**src/rtl/rr_arbiter_5_pkg.sv**
```systemverilog
`default_nettype none
// ============================================================================
// Module   : rr_arbiter_5_pkg
// Brief    : Shared constants, FSM state encoding and pointer helper for the
//            5-way round-robin arbiter.
// Revision : 1.0 - initial release
// ============================================================================
package rr_arbiter_5_pkg;

  localparam int NUM_REQ = 5;
  localparam int IDX_W   = 3;

  typedef enum logic [1:0] {
    ST_IDLE = 2'd0,
    ST_BUSY = 2'd1,
    ST_GAP  = 2'd2
  } state_t;

  // Search start for the next arbitration: one past the new owner, wrapping 4->0.
  function automatic logic [IDX_W-1:0] next_ptr(input logic [IDX_W-1:0] idx);
    return (idx == IDX_W'(NUM_REQ - 1)) ? '0 : idx + 1'b1;
  endfunction

endpackage
`default_nettype wire

```
**src/rtl/onehot_enc_5to3.sv**
```systemverilog
`default_nettype none
// ============================================================================
// Module   : onehot_enc_5to3
// Brief    : One-hot to binary encoder, 5 inputs to 3-bit index.
//            An all-zero input encodes to 3'h0.
// Revision : 1.0 - initial release
// ============================================================================
module onehot_enc_5to3 (
  input  logic [4:0] onehot,
  output logic [2:0] idx
);

  // OR-tree encode; valid for one-hot or zero inputs only.
  always_comb begin
    idx[0] = onehot[1] | onehot[3];
    idx[1] = onehot[2] | onehot[3];
    idx[2] = onehot[4];
  end

endmodule
`default_nettype wire

```
**src/rtl/rr_pick_5.sv**
```systemverilog
`default_nettype none
// ============================================================================
// Module   : rr_pick_5
// Brief    : Combinational rotating-priority select. Searches req starting at
//            ptr and wrapping modulo 5; returns the first set bit as a one-hot
//            winner and its index. Zero req gives a zero winner.
// Revision : 1.0 - initial release
// ============================================================================
module rr_pick_5
  import rr_arbiter_5_pkg::*;
(
  input  logic [NUM_REQ-1:0] req,
  input  logic [IDX_W-1:0]   ptr,
  output logic [NUM_REQ-1:0] win,
  output logic [IDX_W-1:0]   win_idx
);

  logic [IDX_W:0] w_pos;
  logic           w_found;

  // Walk the five positions in priority order from ptr; first hit wins.
  always_comb begin
    win     = '0;
    win_idx = '0;
    w_found = 1'b0;
    w_pos   = '0;
    for (int k = 0; k < NUM_REQ; k++) begin
      w_pos = {1'b0, ptr} + (IDX_W+1)'(k);
      if (w_pos >= (IDX_W+1)'(NUM_REQ)) begin
        w_pos = w_pos - (IDX_W+1)'(NUM_REQ);
      end
      if (!w_found && req[w_pos[IDX_W-1:0]]) begin
        w_found               = 1'b1;
        win[w_pos[IDX_W-1:0]] = 1'b1;
        win_idx               = w_pos[IDX_W-1:0];
      end
    end
  end

endmodule
`default_nettype wire

```
**src/rtl/rr_arbiter_5.sv**
```systemverilog
`default_nettype none
// ============================================================================
// Module   : rr_arbiter_5
// Brief    : 5-way round-robin arbiter with registered one-hot grant, binary
//            grant index and grant-valid. One dead (GAP) cycle between owners.
//            Optional macro RR_ARB_HOLD_LIMIT_EN: force release after HOLD_MAX
//            consecutive grant cycles when another requester is waiting.
// Revision : 1.0 - initial release
// ============================================================================
module rr_arbiter_5
  import rr_arbiter_5_pkg::*;
#(
  parameter int HOLD_MAX = 16
) (
  input  logic               clk,
  input  logic               rst_n,
  input  logic [NUM_REQ-1:0] req,
  output logic [NUM_REQ-1:0] gnt,
  output logic [IDX_W-1:0]   gnt_idx,
  output logic               gnt_valid
);

  state_t             r_state;
  state_t             w_state_nxt;
  logic [NUM_REQ-1:0] r_gnt;
  logic [NUM_REQ-1:0] w_gnt_nxt;
  logic [IDX_W-1:0]   r_ptr;
  logic [IDX_W-1:0]   w_ptr_nxt;
  logic [NUM_REQ-1:0] w_win;
  logic [IDX_W-1:0]   w_win_idx;
  logic               w_hold_release;

  // A hold limit below 2 cycles would make the counter meaningless.
  if (HOLD_MAX < 2) begin : g_hold_max_chk
    $error("rr_arbiter_5: HOLD_MAX must be at least 2");
  end

  rr_pick_5 u_pick (
    .req     (req),
    .ptr     (r_ptr),
    .win     (w_win),
    .win_idx (w_win_idx)
  );

  onehot_enc_5to3 u_enc (
    .onehot (r_gnt),
    .idx    (gnt_idx)
  );

  assign gnt       = r_gnt;
  assign gnt_valid = |r_gnt;

`ifdef RR_ARB_HOLD_LIMIT_EN
  localparam int              HOLD_W      = $clog2(HOLD_MAX);
  localparam logic [HOLD_W-1:0] c_HOLD_LAST = HOLD_W'(HOLD_MAX - 1);

  logic [HOLD_W-1:0] r_hold_cnt;

  // Release only matters when someone else is waiting; a sole owner keeps it.
  assign w_hold_release = (r_hold_cnt == c_HOLD_LAST) && (|(req & ~r_gnt));

  // Count owner tenure: clear on each new grant, saturate at the limit.
  always_ff @(posedge clk or negedge rst_n) begin
    if (!rst_n) begin
      r_hold_cnt <= '0;
    end else if (r_state != ST_BUSY && (|req)) begin
      r_hold_cnt <= '0;
    end else if (r_state == ST_BUSY && r_hold_cnt != c_HOLD_LAST) begin
      r_hold_cnt <= r_hold_cnt + 1'b1;
    end
  end
`else
  assign w_hold_release = 1'b0;
`endif

  // State, grant and pointer registers.
  always_ff @(posedge clk or negedge rst_n) begin
    if (!rst_n) begin
      r_state <= ST_IDLE;
      r_gnt   <= '0;
      r_ptr   <= '0;
    end else begin
      r_state <= w_state_nxt;
      r_gnt   <= w_gnt_nxt;
      r_ptr   <= w_ptr_nxt;
    end
  end

  // Next-state: IDLE and GAP arbitrate alike; BUSY holds until the owner drops.
  always_comb begin
    w_state_nxt = r_state;
    w_gnt_nxt   = r_gnt;
    w_ptr_nxt   = r_ptr;
    case (r_state)
      ST_IDLE, ST_GAP: begin
        if (|req) begin
          w_gnt_nxt   = w_win;
          w_ptr_nxt   = next_ptr(w_win_idx);
          w_state_nxt = ST_BUSY;
        end else begin
          w_gnt_nxt   = '0;
          w_state_nxt = ST_IDLE;
        end
      end
      ST_BUSY: begin
        if (!(|(req & r_gnt)) || w_hold_release) begin
          w_gnt_nxt   = '0;
          w_state_nxt = ST_GAP;
        end
      end
      default: begin
        w_gnt_nxt   = '0;
        w_state_nxt = ST_IDLE;
      end
    endcase
  end

endmodule
`default_nettype wire
```
**config.mk**
```make
export PLATFORM = sky130hd
export DESIGN_NAME = rr_arbiter_5
export DESIGN_NICKNAME = d
export VERILOG_FILES = /design/src/rtl/rr_arbiter_5_pkg.sv /design/src/rtl/onehot_enc_5to3.sv /design/src/rtl/rr_pick_5.sv /design/src/rtl/rr_arbiter_5.sv
export SDC_FILE = /design/constraint.sdc
export NUM_CORES = 1
export LEC_CHECK = 0
export ABC_AREA = 1
export CAP_MARGIN = 10
export CELL_PAD_IN_SITES_DETAIL_PLACEMENT = 1
export CELL_PAD_IN_SITES_GLOBAL_PLACEMENT = 2
export CORE_AREA = 10 10 80 89
export DETAILED_ROUTE_END_ITERATION = 7
export DIE_AREA = 0 0 90 99
export GPL_TIMING_DRIVEN = 0
export HOLD_SLACK_MARGIN = 0.12
export PLACE_DENSITY_LB_ADDON = 0.1
export SLEW_MARGIN = 10
export SYNTH_ARGS = -nofsm -noshare
export SYNTH_HDL_FRONTEND = slang
export SYNTH_SLANG_ARGS = --single-unit
```
**constraint.sdc**
```tcl
create_clock -name clk -period 4.5 [get_ports clk]
set_input_delay 1.125 -clock clk [delete_from_list [all_inputs] [get_ports clk]]
set_output_delay 1.125 -clock clk [all_outputs]
set_load 0.05 [all_outputs]
```
==> results of run 1 <==
## per-stage QoR
stage	utilization	cell area [µm²]	setup slack, ns
2_1_floorplan	-	1670	1.599
3_3_place_gp	0.3619	1914	0.8836
3_5_place_dp	0.3619	1914	0.7843
4_1_cts	0.3723	1969	0.7678
5_1_grt	0.3723	1969	0.4976
6_report	0.3723	1969	0.8283
## worst max-delay path: cells and delay by family, from the launching register on
kind	cells	cell delay (ns)
buffers and inverters	5	0.68
flip-flops	1	0.56
AND/OR/NAND/NOR	7	0.98
AO/OA/AOI/OAI	3	0.58
adder cells (fa/ha/maj)	3	0.81
## cell usage in the layout (no fill, tap or decap), types with 2 or more instances in the layout
cell type and instances:
ha_1 11, nor2_2 3, buf_4 2, a21oi_1 4
nand4_1 8, nand3b_1 2, nand2_1 107, nor2_1 27
inv_1 33, nand2_2 6, inv_2 7, nand3_1 28
dfrtp_1 10, nor3_1 2, clkbuf_8 4, o21ai_0 12
a21oi_2 2, nand3_2 8, clkdlybuf4s50_1 15
## worst max-delay path by stage
stage | endpoint | slack [ns] | cells after the start
2_1_floorplan | r_ptr[2] | 1.60 | 18
3_3_place_gp | r_ptr[2] | 0.88 | 18
3_5_place_dp | r_ptr[0] | 0.78 | 18
4_1_cts | r_ptr[0] | 0.77 | 18
5_1_grt | r_ptr[0] | 0.50 | 18
6_report | r_ptr[0] | 0.83 | 18
## registers in the layout (all words and copies together), names as in the netlist
signal   cells
gnt          5
r_ptr        3
r_state      2
## final cells by class
class | count | area share
well taps | 75 | 0.04765
multi-input cells | 235 | 0.6290
inverters | 40 | 0.07624
flip-flops and latches | 10 | 0.1271
plain buffers | 4 | 0.01588
repair buffers | 15 | 0.07624
clock buffers | 4 | 0.02795
## per-layer routing
layer,vias up,GRT usage
met5,-,0
met4,0,0.02574
met3,4,0.02276
met2,26,0.2399
met1,874,0.1521
li1,963,-
## logic make-up after synthesis
group           after synthesis
buf+inv                      44
flops                        10
xor+xnor                      3
fa+ha+maj                    12
compound gates               25
simple gates                195
==> impl_metrics.ini, run 1 <==
[grt]
grt_pass1_vias = 2005
antenna_found_initial = 0
grt_pass1_wl_mm = 9.749
grt_max_degree = 11
grt.total_usage = 0.1296
grt-ovfl-total = 0

[sta]
timing.final.max_slew_violations = 0
finalHoldViolCount = 0
fin_crit_sh = 0.8159
worst_pin_slew_ns = 0.5199
hold_slack_ns = 0.4276
fin_worst_skew_ns = 0.002130
fmax_mhz = 272.4
period_needed_ns = 3.672
max_slew_margin = 0.6523
tns_ns = 0
finalSetupViolCount = 0
rsz0062_at_grt = false

[min_path]
whs_path_depth = 1
hp-start = r_state[1]
hold_class = register to register
min_to = r_state[1]

[routing]
wl_met3_um = 197
vias = 1867
first_iter_violations = 44
drt_pre_antenna_iters = 4
wirelength_mm = 5.716
top_layer = met4
met2_length_mm = 2.859
viasPerCell = 4.875
drcViolationCount = 0
final_antenna_net_count = 0
wl_per_cell_um = 14.92
wl_met1_mm = 2.611

[logic_synthesis]
ys_ff_latch = 10
yosysTopAreaCell = nand2_1
synthesis.area_mm2 = 0.001670
synth_compound_area_frac = 0.09064
synth_seq_area_share = 0.1498
synth_nets = 308
synth-simple-area-share = 0.5363
muxShareOfSynthArea = 0
ys_types = 34
ys_warn_count = 0
syn_inst = 289
post-synth-top-count-cell = nand2_1
synth_top_family_by_area = simple AND/OR/NAND/NOR gates
synth_edf_count = 0
async_reset_ff_frac = 1.000
synth_top_area_share = 0.2404
synth_fa_ha_area_frac = 0.09438
ys.flop_type = dfrtp_1
synth_common_cells = nand2_1, inv_1, nand3_1
avgSynthCellArea_um2 = 5.780
synthTopCellsByArea = nand2_1, dfrtp_1, nand3_1
synth-xor-area-share = 0.02022

[clocking]
cts_tree = yes
clockBufferDepth = 2
post_cts_buffers = 0
cts.repair.resized = 0
cts_buffers = 3
cts_hold_buf = 0
cts.sinks = 10
clockRootBuffer = clkbuf_8
cts_max_level = 1
clock_latency_ns = 0.24
path_clk_slew_ns = 0.05

[placed_design]
hpwl_mm = 4.871
dp_cells = 379
port_buffers = 15
place_congestion = 0.7783

[finish]
instances_no_fill = 383
syn2layout_area_growth_pct = 17.90
nFillCells = 718
final_nets = 328
drive_gt1_frac = 0.1299
seq_area_um2 = 250.2
multi_input_area_mm2 = 0.001239
diodes = 0

[critical_path]
max_stage_delay_ns = 0.56
cp-start-kind = register
end_kind = register
crit_start = r_ptr[1]
r2r_start = r_ptr[1]
arrival_ns = 3.85
r2r_end = r_ptr[0]
path_class = register to register
reg2reg_slack_ns = 0.83
path_max_fanout = 10
cp_cell_sequence = inv_1 -> ha_1 -> ha_1 -> inv_1 -> a21oi_2 -> nor2_1 -> nand3_1 -> nand3_2 -> buf_6 -> nand3_2 -> nor2_2 -> inv_2 -> o211ai_1 -> inv_1 -> ha_1 -> a21oi_2 -> nand2_1 -> nand2_1
cp.required_ns = 4.68
slowest_stage = dfrtp_1
reg2regPathDepth = 18

[die]
die-area_mm2 = 0.008910
die_w_um = 90
start_util = 0.3158
ios = 16
dieHeight_um = 99
num_rows = 28
fp.coreArea_mm2 = 0.005290

[status]
status = complete, no violations

[job]
maxCapViolCount = 0
Power of run 1 is left out: the tool's default activity adds up to more than one toggle a clock period on the data nets, which glitch-free logic cannot reach.
==> run 2, diff against run 1 <==
CORE_AREA = 10 10 83 92   (was 10 10 80 89)
DIE_AREA = 0 0 93 102   (was 0 0 90 99)
clock period = 3.6 ns   (was 4.5 ns; I/O delays follow)
==> run 2 against run 1 <==
Net effect: global-route usage about the same; cell count up 1.8%; sequential cell count unchanged; clock skew down 0.0011 ns; maximum frequency up 8.6%; wire length up 2.4%; utilization down 1.9 points; critical endpoint is now r_ptr[2]; die area up 6.5%; sequential share of layout area down 0.25 points.
==> impl_metrics.ini, run 2 (synthesis gave the netlist of run 1 again) <==
[status]
status = complete, no violations

[critical_path]
r2r_start = r_ptr[0]
cpLargestDelayFamily = simple AND/OR/NAND/NOR gates
crit_path_end = r_ptr[2]
path_max_fanout = 9
path_class = register to register
cp.depth = 19
worst-path-buf-inv = 4
arrival_ns = 3.50
end_kind = register
crit_start = r_ptr[0]
reg2reg_slack_ns = 0.22
reg2regPathDepth = 19
max_stage_delay_ns = 0.46
cp_cell_sequence = inv_4 -> ha_1 -> inv_1 -> fa_1 -> inv_1 -> nand2_2 -> o21ai_0 -> nor2_1 -> nand3_1 -> nand3_2 -> inv_1 -> nand3_2 -> o22ai_1 -> o211ai_1 -> ha_1 -> nand3_1 -> nand2_1 -> nand2_1 -> nand2_1
cp.required_ns = 3.72
r2r_end = r_ptr[2]
slowest_stage = dfrtp_2
cp-start-kind = register

[placed_design]
place_congestion = 0.7725
hpwl_mm = 5.001
place_area_mm2 = 0.001917
port_buffers = 15

[sta]
finalHoldViolCount = 0
fin_crit_sh = 0.9387
fin_worst_skew_ns = 0.001051
finalSetupViolCount = 0
fmax_mhz = 295.9
max_slew_margin = 0.6579
worst_pin_slew_ns = 0.5115
period_needed_ns = 3.379
timing.final.max_slew_violations = 0

[grt]
antenna_found_initial = 0
grt.total_usage = 0.1294
grt_max_degree = 11
grt_pass1_wl_mm = 9.873
grt_pass1_vias = 1986
grt-ovfl-total = 0

[clocking]
path_clk_slew_ns = 0.05
clock_latency_ns = 0.23
cts.sinks = 10
cts_tree = yes
clockRootBuffer = clkbuf_8
cts_max_level = 1
cts_hold_buf = 0
clockBufferDepth = 2
cts_buffers = 3

[job]
maxCapViolCount = 0

[finish]
drive_gt1_frac = 0.1693
nFillCells = 812
layout_commonest_cell = nand2_1
finish.instance_area_mm2 = 0.002028
utilization = 0.3538
final_cell_mix = nand2_1, inv_1, nand3_1
syn2layout_area_growth_pct = 21.42
final_nets = 333
largest_reg_flops = 5
diodes = 0

[routing]
met2_length_mm = 3.007
wl_per_cell_um = 15.01
top_layer = met4
viasPerCell = 4.741
first_iter_violations = 37
wl_met1_mm = 2.628
vias = 1849
wl_met3_um = 162
drt_pre_antenna_iters = 4
wirelength_mm = 5.854
final_antenna_net_count = 0
drcViolationCount = 0

[die]
fp.coreArea_mm2 = 0.005733
start_util = 0.2914
dieHeight_um = 102
die-area_mm2 = 0.009486
die_w_um = 93
num_rows = 29
ios = 16

[min_path]
hold_class = register to register
==> run 2: what timing repair did <==
item	in CTS	in global routing
setup endpoints to repair	3	3
buffers inserted	0	5
resized for setup	1	8
endpoints found under the hold margin	0	0
pin swaps	0	3
==> run 2: worst min-delay path by stage <==
stage,slack (ns),depth (start not counted),endpoint,from
after floorplan,0.41,1,r_state[1],r_state[1]
after global placement,0.42,1,r_state[1],r_state[1]
after detailed placement,0.44,1,r_state[1],r_state[1]
after CTS,0.45,1,r_state[1],r_state[1]
after global routing,0.46,1,r_state[1],r_state[1]
final,0.44,1,r_state[1],r_state[1]
==> run 2: metrics by stage <==
| step | setup TNS [ns] | setup WS, ns | cells | hold slack, ns |
|---|---|---|---|---|
| floorplan | 0 | 0.6990 | 289 | 0.4096 |
| global placement | -0.08556 | -0.04199 | 381 | 0.4214 |
| detailed placement | -0.2057 | -0.08522 | 381 | 0.4399 |
| CTS | 0 | 0.02570 | 385 | 0.4475 |
| global route | -0.03890 | -0.02276 | 390 | 0.4589 |
| finish | 0 | 0.2205 | 390 | 0.4428 |
==> run 2: cell type report <==
| type | instances | area [µm²] | share of cell area |
|---|---|---|---|
| Tap cell | 77 | 96.34 | 0.04750 |
| Inverter | 40 | 152.6 | 0.07526 |
| Clock buffer | 4 | 55.05 | 0.02714 |
| Buffer | 4 | 31.28 | 0.01542 |
| Multi-Input combinational cell | 235 | 1252 | 0.6175 |
| Sequential cell | 10 | 252.7 | 0.1246 |
| Timing Repair Buffer | 20 | 187.7 | 0.09254 |
==> run 2: metal layers <==
layer  up-vias  global-route usage
li1        974                   -
met1       852              0.1480
met2        19              0.2434
met3         4             0.01979
met4         0             0.03325
met5         -                   0
==> run 2: worst register-to-register path: cells and delay by family (launching register included) <==
kind | cells | cell delay, ns
adders and majority gates | 3 | 0.82
DFF | 1 | 0.46
and+or+nand+nor | 9 | 0.83
AOI/OAI and AO/OA | 3 | 0.80
buffers and inverters | 4 | 0.37
Power of run 2 is left out for the same reason.
==> run 3, diff against run 2 <==
CTS_BUF_LIST = sky130_fd_sc_hd__clkbuf_16   (was unset)
==> run 3 against run 2 <==
Net effect: critical path depth did not move; cell count did not move; sequential cell count unchanged; worst hold slack worse by 0.0019 ns; register-to-register slack barely moved; maximum frequency hardly changed; via count unchanged.
==> impl_metrics.ini, run 3 (synthesis gave the netlist of run 1 again) <==
[routing]
wirelength_mm = 5.908
viasPerCell = 4.741
first_iter_violations = 37
final_antenna_net_count = 0
drcViolationCount = 0
wl_per_cell_um = 15.15
drt_pre_antenna_iters = 4
vias = 1849

[sta]
fmax_mhz = 295.7
finalHoldViolCount = 0
fin_crit_sh = 0.9394
finalSetupViolCount = 0
hold_slack_ns = 0.4409
worst_pin_slew_ns = 0.5059
fin_worst_skew_ns = 0.003577
timing.final.max_slew_violations = 0
max_slew_margin = 0.6617
period_needed_ns = 3.382

[critical_path]
path_max_fanout = 9
reg2reg_slack_ns = 0.22
cp.required_ns = 3.73
end_kind = register
arrival_ns = 3.51
path_class = register to register
cp-start-kind = register

[placed_design]
port_buffers = 15
hpwl_mm = 5.001
place_congestion = 0.7725
dp_cells = 381
place_area_mm2 = 0.001917

[finish]
drive_gt1_frac = 0.1661
syn2layout_area_growth_pct = 22.85
utilization = 0.3579
final_cell_mix = nand2_1, inv_1, nand3_1
largest_reg_flops = 5
diodes = 0
instances_no_fill = 390
nFillCells = 812
layout_commonest_cell = nand2_1
final_nets = 333
finish.instance_area_mm2 = 0.002052

[clocking]
path_clk_slew_ns = 0.04
clockBufferDepth = 2
clock_latency_ns = 0.24
clockRootBuffer = clkbuf_16
cts.sinks = 10
cts_buffers = 3
cts_tree = yes
cts_hold_buf = 0
cts_max_level = 1

[grt]
grt_pass1_wl_mm = 10.01
antenna_found_initial = 0
grt.total_usage = 0.1313
grt-ovfl-total = 0
grt_pass1_vias = 2012
grt_max_degree = 11

[die]
start_util = 0.2914
die_w_um = 93
dieHeight_um = 102
ios = 16
num_rows = 29
fp.coreArea_mm2 = 0.005733
die-area_mm2 = 0.009486

[status]
status = complete, no violations

[job]
maxCapViolCount = 0

[min_path]
hold_class = register to register
-- run 3: cell types whose count changed in the layout (fill, tap and decap cells not counted) --
| cell | delta |
|---|---|
| clkbuf_16 | +3 |
| clkinv_1 | +1 |
| clkbuf_8 | -4 |
-- run 3: cell type report --
type | count | area (µm²) | area share
buffer | 4 | 31.28 | 0.01524
clock inverter | 1 | 3.754 | 0.001829
timing repair buffer | 20 | 187.7 | 0.09146
sequential | 10 | 252.7 | 0.1232
tap | 77 | 96.34 | 0.04695
clock buffer | 3 | 75.07 | 0.03659
multi-input combinational | 235 | 1252 | 0.6104
inverter | 40 | 152.6 | 0.07439
-- run 3: layer usage --
metal  vias to the layer above  track usage  routed length, µm
met4                         0      0.03682                 74
met2                        19       0.2488               3043
met5                         -            0                  0
met3                         6      0.01979                166
met1                       852       0.1477               2623
li1                        972            -                  -
-- run 3: final timing paths --
kind                                 start  cells after the start          to
worst max-delay path              r_ptr[0]                     19    r_ptr[2]
worst min-delay path            r_state[1]                      1  r_state[1]
worst max register to register    r_ptr[0]                     19    r_ptr[2]
worst min register to register  r_state[1]                      1  r_state[1]
max in group asynchronous            rst_n                      1    r_ptr[0]
min in group asynchronous            rst_n                      1      gnt[4]
-- run 3: stage by stage --
step	worst slack (ns)	TNS, ns
3_5_place_dp	-0.08522	-0.2057
4_1_cts	0.02673	0
5_1_grt	-0.02742	-0.04819
3_3_place_gp	-0.04199	-0.08556
6_report	0.2181	0
2_1_floorplan	0.6990	0
-- run 3: critical path: stages (launching register included) --
cell	delay [ns]
dfrtp_2	0.46
inv_4	0.13
ha_1	0.16
inv_1	0.06
fa_1	0.39
inv_1	0.08
nand2_2	0.11
o21ai_0	0.34
nor2_1	0.12
nand3_1	0.10
nand3_2	0.12
inv_1	0.10
nand3_2	0.12
o22ai_1	0.24
o211ai_1	0.22
ha_1	0.27
nand3_1	0.08
nand2_1	0.06
nand2_1	0.07
nand2_1	0.05
-- run 3: timing repair --
action,4_1_cts,5_1_grt
resized for setup,1,8
pin swaps,0,3
setup endpoints to repair,3,3
buffers inserted,0,5
Power of run 3 is left out for the same reason.
